`config.mk`:
```
export PLATFORM = sky130hd
export DESIGN_NAME = spi_rx
export DESIGN_NICKNAME = d
export VERILOG_FILES = /design/src/rtl/spi_rx.sv
export SDC_FILE = /design/constraint.sdc
export NUM_CORES = 1
export LEC_CHECK = 0
export ABC_AREA = 1
export ABC_CLOCK_PERIOD_IN_PS = 1800
export BUFFER_PORTS_ARGS = -buffer_cell sky130_fd_sc_hd__clkbuf_2
export CELL_PAD_IN_SITES_DETAIL_PLACEMENT = 2
export CELL_PAD_IN_SITES_GLOBAL_PLACEMENT = 2
export CORE_UTILIZATION = 35
export DETAILED_ROUTE_END_ITERATION = 12
export PLACE_DENSITY_LB_ADDON = 0.1
export SETUP_SLACK_MARGIN = 0.4
export SYNTH_ARGS = -nofsm -noshare
export SYNTH_HDL_FRONTEND = slang
export SYNTH_SLANG_ARGS = --single-unit
```
`constraint.sdc`:
```
create_clock -name clk -period 1.8 [get_ports clk]
set_clock_uncertainty 0.2 [all_clocks]
set_input_delay 0.54 -clock clk [delete_from_list [all_inputs] [get_ports clk]]
set_output_delay 0.54 -clock clk [all_outputs]
set_load 0.01 [all_outputs]
```
`src/rtl/spi_rx.sv`:
```
// spi_rx: mode-0 MSB-first SPI receiver with synchronised inputs, valid/ack holding register and inactivity timeout.
module spi_rx #(
  parameter int DATA_W      = 8,
  parameter int SYNC_STAGES = 2,
  parameter int TIMEOUT     = 64
) (
  input  logic              clk,
  input  logic              reset_n,
  input  logic              spi_clk,
  input  logic              spi_data,
  input  logic              data_ack,
  output logic [DATA_W-1:0] data_out,
  output logic              data_valid,
  output logic              overrun,
  output logic              frame_err,
  output logic              busy
);
  localparam int CW = $clog2(DATA_W + 1);
  localparam int TW = $clog2(TIMEOUT);
  typedef enum logic {IDLE, RECV} state_t;
  state_t state, state_n;
  logic [SYNC_STAGES-1:0] clk_sync, dat_sync;
  logic clk_prev, rise, bit_in, done;
  logic [CW-1:0] bit_cnt, bit_cnt_n;
  logic [TW-1:0] tmo, tmo_n;
  logic [DATA_W-1:0] shift, shift_n, data_out_n;
  logic data_valid_n, overrun_n, frame_err_n;
  // data and clock pass through equally deep chains so the sampled bit lines up with the rise pulse
  assign rise   = clk_sync[SYNC_STAGES-1] & ~clk_prev;
  assign bit_in = dat_sync[SYNC_STAGES-1];
  assign busy   = state == RECV;
  always_ff @(posedge clk or negedge reset_n) begin
    if (!reset_n) begin
      clk_sync   <= '0;
      dat_sync   <= '0;
      clk_prev   <= 1'b0;
      state      <= IDLE;
      bit_cnt    <= '0;
      tmo        <= '0;
      shift      <= '0;
      data_out   <= '0;
      data_valid <= 1'b0;
      overrun    <= 1'b0;
      frame_err  <= 1'b0;
    end else begin
      clk_sync   <= {clk_sync[SYNC_STAGES-2:0], spi_clk};
      dat_sync   <= {dat_sync[SYNC_STAGES-2:0], spi_data};
      clk_prev   <= clk_sync[SYNC_STAGES-1];
      state      <= state_n;
      bit_cnt    <= bit_cnt_n;
      tmo        <= tmo_n;
      shift      <= shift_n;
      data_out   <= data_out_n;
      data_valid <= data_valid_n;
      overrun    <= overrun_n;
      frame_err  <= frame_err_n;
    end
  end
  always_comb begin
    state_n     = state;
    bit_cnt_n   = bit_cnt;
    tmo_n       = tmo;
    shift_n     = shift;
    done        = 1'b0;
    frame_err_n = 1'b0;
    if (state == IDLE) begin
      bit_cnt_n = '0;
      tmo_n     = '0;
      if (rise) begin
        shift_n   = {shift[DATA_W-2:0], bit_in};
        bit_cnt_n = CW'(1);
        state_n   = RECV;
      end
    end else if (rise) begin
      shift_n = {shift[DATA_W-2:0], bit_in};
      tmo_n   = '0;
      if (bit_cnt == CW'(DATA_W - 1)) begin
        done      = 1'b1;
        bit_cnt_n = '0;
        state_n   = IDLE;
      end else begin
        bit_cnt_n = bit_cnt + 1'b1;
      end
    end else if (tmo == TW'(TIMEOUT - 1)) begin
      frame_err_n = 1'b1;
      bit_cnt_n   = '0;
      shift_n     = '0;
      tmo_n       = '0;
      state_n     = IDLE;
    end else begin
      tmo_n = tmo + 1'b1;
    end
    data_out_n   = done ? {shift[DATA_W-2:0], bit_in} : data_out;
    data_valid_n = done | (data_valid & ~data_ack);
    overrun_n    = done & data_valid & ~data_ack;
  end
endmodule
```
* Word level (Yosys, flattened, before mapping)
Cells that the tools add are included.
** Word-level totals
- Logic and storage cells :: 49
- Register bits after elaboration :: 34
- Output and inout port bits :: 12
- Input bits :: 5
** Operators by class
- Bitwise operators :: 7
- Reductions and logical operators :: 3
- Muxes and demuxes :: 23
- Add/sub/neg operators :: 2
- Eq/ne operators :: 3
** Operators with widths (number)
- $mux 7 :: 4
- $mux 6 :: 3
- $mux 4 :: 4
- $mux 1 :: 12
- $add 6x1->6 const B :: 1
- $eq 6x6->1 const B :: 1
- $add 4x1->4 const B :: 1
- $and 1x1->1 :: 4
- $eq 4x3->1 const B :: 1
- $reduce_bool 2->1 :: 2
- $ne 3x1->1 const B :: 1
- $not 1->1 :: 2
- $reduce_and 2->1 :: 1
- $or 1x1->1 :: 1

* Depth between registers and ports, before layout
- Depth after elaboration :: 6
- Gate-level depth with buffers :: 7
- Mapped depth without buffers :: 7

* Worst setup path before layout
No wires, ideal clock.
- Path type :: flip-flop to flip-flop
- Start :: register tmo[0]
- End :: register tmo[0]
- Data required time :: 1528 ps
- Library setup time :: 72 ps
- Buffers on the path :: 0
- Arrival :: 1140 ps
- Path slack :: 389 ps
- Period minus slack after synthesis :: 1411 ps
- Cell stages (with the launch flop) :: 7
- Path through :: dfrtp_1 -> ha_1 -> nand3_1 -> nor2_1 -> nor2_2 -> inv_2 -> nor2_1
** Between the ends
- Longest elaborated chain between the ends :: 4
- Elaborated cells on any way between the ends :: 5
- Those cells by class :: add/sub: 1; eq/ne: 1; mux: 3
** Ends and longest elaborated chain
- start: declaration :: line 25 : logic [TW-1:0] tmo, tmo_n;
- start signal: assignment :: line 51 : tmo <= tmo_n;
- $add 6x1->6 / $eq 6x6->1 (equally long branches) :: line 91, 84
- $mux 6 (*) :: line 84 : end else if (tmo == TW'(TIMEOUT - 1)) begin
- $mux 6 (*) :: line 74 : end else if (rise) begin
- $mux 6 (*) :: line 66 : if (state == IDLE) begin
- named net tmo_n[0] :: line 25
Mark *: on every way through the listed nets, which the timed path passes. The rest lies on a longest branch.
A chain may end at the register's enable or synchronous reset.

* Final worst setup path
- Start :: register bit_cnt[0]
- End :: register data_out[2]
** Between the ends
- Longest elaborated chain between the ends :: 4
** Ends and longest elaborated chain
- start: declaration :: line 24 : logic [CW-1:0] bit_cnt, bit_cnt_n;
- start signal: assignment :: line 50 : bit_cnt <= bit_cnt_n;
- $eq 4x3->1 :: line 77 : if (bit_cnt == CW'(DATA_W - 1)) begin
- $mux 1 :: line 77
- $mux 1 :: line 74
- $mux 1 :: line 66
- end signal: assignment :: line 53 : data_out <= data_out_n;
- end: declaration :: line 12 : output logic [DATA_W-1:0] data_out,
No other way between the ends.

==> impl_metrics.env <==
export IMPL_status="finished, final reports clean"
export IMPL_vdd_drop_max_mv=0.492
export IMPL_p_sw_share_pct=29.9
export IMPL_worstSetupPathType="reg -> reg"
export IMPL_clkLatencyLatePin_ns=0.30
export IMPL_powerDensity_nw_per_um2=836
export IMPL_end_kind="flip-flop"
export IMPL_die_h_um=63.7
export IMPL_synthToLayoutAreaGrowth_pct=56.8
export IMPL_clock_path_buffers=2
export IMPL_setup_viol=0
export IMPL_worstHoldPathType="in -> reg"
export IMPL_p_leak_nw=1.04
export IMPL_yosys_warnings=0
export IMPL_die_x_um=63.7
export IMPL_cts_tree="yes"
export IMPL_drt_iter0_drc=68
export IMPL_synth_edf_count=0
export IMPL_yosys_top_cells_area="dfrtp_1 64%, nand2_1 13%, nand3_1 5.6%, nor2_1 3.1%, o21ai_0 3.0%"
export IMPL_tightest_slew_ns=0.442
export IMPL_gp_congestion=0.768
export IMPL_core_area_sq_um=3660
export IMPL_drive_above_1_share_pct=53.3
export IMPL_yosysTopAreaCellShare_pct=63.8
export IMPL_viasPerCell=5.20
export IMPL_post_dp_hpwl_um=2280
export IMPL_clkTransAtPathRegs_ns=0.09
export IMPL_avgRoutedWirePerCell_um=25.1
export IMPL_cp_startpoint="bit_cnt[0]"
export IMPL_p_clk_share_pct=35.7
export IMPL_die_area_sq_um=4060
export IMPL_cp_common_cell="nand2_2"
export IMPL_max_freq_mhz=618
export IMPL_nets=203
export IMPL_ys_seq_area_share_pct=63.8
export IMPL_hp_start="spi_data"
export IMPL_finalMaxSlewViolations=0
export IMPL_syn_avg_cell_area_sq_um=9.74
export IMPL_drcViolationCount=0
export IMPL_finalSetupTns_ns=0
export IMPL_slew_headroom_pct=70.3
export IMPL_period_share_pct=89.9
export IMPL_grt_usage_pct=27.7
export IMPL_antenna_found_initial=0
export IMPL_p_total_mw=1.75
export IMPL_p_int_mw=1.22
export IMPL_min_path_cells=1
export IMPL_rsz0062_at_grt="yes"
export IMPL_grt_max_degree=22
export IMPL_crit_family="flip-flops"
export IMPL_synthFlopType="dfrtp_1"
export IMPL_worstSetupStartpointType="flip-flop"
export IMPL_synth_net_count=144
export IMPL_ys_async_sr_fraction_pct=100
export IMPL_synth_area_leader_cell="dfrtp_1"
export IMPL_mappedNetlistArea_sq_um=1330
export IMPL_firstDrtPassIters=4
export IMPL_clockRootBuffer="clkbuf_8"
export IMPL_share_comb_of_total_power_pct=14.3
export IMPL_routed_wl_um=6160
export IMPL_initial_core_util_pct=36.4
export IMPL_slowest_delay_ns=0.38
export IMPL_synth_cell_types=18
export IMPL_overflow=0
export IMPL_ios=17
export IMPL_reg2regPathDepth=6
export IMPL_p_sw_mw=0.523
export IMPL_vias=1273
export IMPL_r2r_start="bit_cnt[0]"
export IMPL_cts_buffers=5
export IMPL_reg2reg_slack_ns=0.18
export IMPL_path_cells="ha_2 -> nand2_2 -> nor2_4 -> buf_12 -> nand2_2 -> o21ai_1"
export IMPL_grt_pass1_wl_um=7850
export IMPL_rows=22
export IMPL_critPathMaxFanout=4
export IMPL_seq_power_share_pct=49.9
export IMPL_slowest_stage="dfrtp_1"
export IMPL_numPortBuffers=16
export IMPL_grt_pass1_vias=1329
export IMPL_r2r_end="data_out[2]"
export IMPL_path_buf_inv=1
export IMPL_arrival_ns=1.63
export IMPL_worst_hold_path_endpoint="dat_sync[0]"
export IMPL_period_needed_ns=1.62
export IMPL_synth_seq_cells=34
export IMPL_worst_ep_required_time_ns=1.81
export IMPL_synthCells=137
export IMPL_drtAntennaViolNets=0
export IMPL_hold_violations=0
export IMPL_cap_violations=0
export IMPL_h_tree_depth=2
export IMPL_antenna_cells=0
export IMPL_clock_sinks=34
## cell usage in the layout, fill, tap and decap left out, types with 2 or more instances in the layout
cell	synthesis	final
nand3_1	15	5
dfrtp_1	34	33
xor2_1	2	2
o21ai_2	0	3
clkbuf_8	0	6
inv_1	7	6
nor2_4	2	4
nand2_1	45	33
nand3_2	0	7
nor2_1	11	4
inv_4	0	2
buf_12	0	2
nand3_4	0	3
clkbuf_2	0	13
nand2_4	1	3
nor2_2	1	6
o21ai_1	0	4
buf_6	0	5
buf_4	0	27
nand2_2	1	12
## cells in the mapped netlist (2+ instances only)
cell and count:
dfrtp_1 34, nand2_1 45, o21ai_0 8, a21oi_1 2
xor2_1 2, ha_1 2, inv_1 7, nor2_1 11
nor2_4 2, nand3_1 15, nor3_1 2
## registers in the layout, summed over array words and instances (netlist names)
register / flops
frame_err: 1
clk_prev: 1
shift: 7
busy: 1
tmo: 6
overrun: 1
clk_sync: 2
data_out: 8
dat_sync: 2
bit_cnt: 4
data_valid: 1
## metrics by stage
| stage | setup slack, ns | utilization [%] | hold slack, ns | area (sq um) | instances |
|---|---|---|---|---|---|
| 2_1_floorplan | 0.401 | - | 0.0444 | 1340 | 137 |
| 3_3_place_gp | 0.197 | 40.9 | 0.132 | 1500 | 202 |
| 3_5_place_dp | 0.141 | 40.9 | 0.150 | 1500 | 202 |
| 4_1_cts | 0.233 | 51.9 | 0.166 | 1900 | 232 |
| 5_1_grt | 0.136 | 57.1 | 0.145 | 2090 | 245 |
| 6_report | 0.181 | 57.1 | 0.149 | 2090 | 245 |
## metal layers
metal / vias up / GRT usage [%] / wire length (um)
met5: - / 0 / 0
met4: 0 / 11.6 / 192
met3: 11 / 5.36 / 149
met2: 32 / 50.7 / 3370
met1: 674 / 30.9 / 2450
li1: 556 / - / -
## final cells by class
type	instances	area, sq um
repair buffers	50	387
inverters	9	38.8
well taps	48	60.1
multi-input cells	96	658
clock inverters	2	12.5
fillers	351	1570
clock buffers	6	82.6
flip-flops and latches	34	852
## power by group through the flow
stage | sequential [mW] | clock (mW) | combinational, mW
2_1_floorplan | 0.860 | 0 | 0.0737
3_3_place_gp | 0.867 | 0 | 0.117
3_5_place_dp | 0.870 | 0 | 0.125
4_1_cts | 0.857 | 0.612 | 0.189
5_1_grt | 0.876 | 0.656 | 0.269
6_report | 0.873 | 0.625 | 0.250
## cell families (layout without fill, tap and decap cells)
family | count (synthesis) | in the layout | share of synthesized area [%]
XOR/XNOR | 3 | 3 | 1.97
AO/OA/AOI/OAI | 10 | 10 | 3.75
buffers and inverters | 9 | 67 | 2.53
adder cells (fa/ha/maj) | 2 | 2 | 1.88
AND/OR/NAND/NOR | 79 | 81 | 26.1
flip-flops | 34 | 34 | 63.8
## repair_timing
item,CTS,global route
setup endpoints to repair,39,60
buffers inserted,19,13
hold buffers,1,0
hold endpoints to repair,13,0
cloned,2,0
resized for setup,41,27
pin swaps,17,14
## how the worst max path moves through the flow
stage               depth (start not counted)     endpoint
CTS                                         1         busy
global route                                6  data_out[3]
detailed placement                          6     shift[6]
floorplan                                   6       tmo[0]
finish                                      6  data_out[2]
global placement                            6     shift[0]
(Power assumes the default switching activity.)
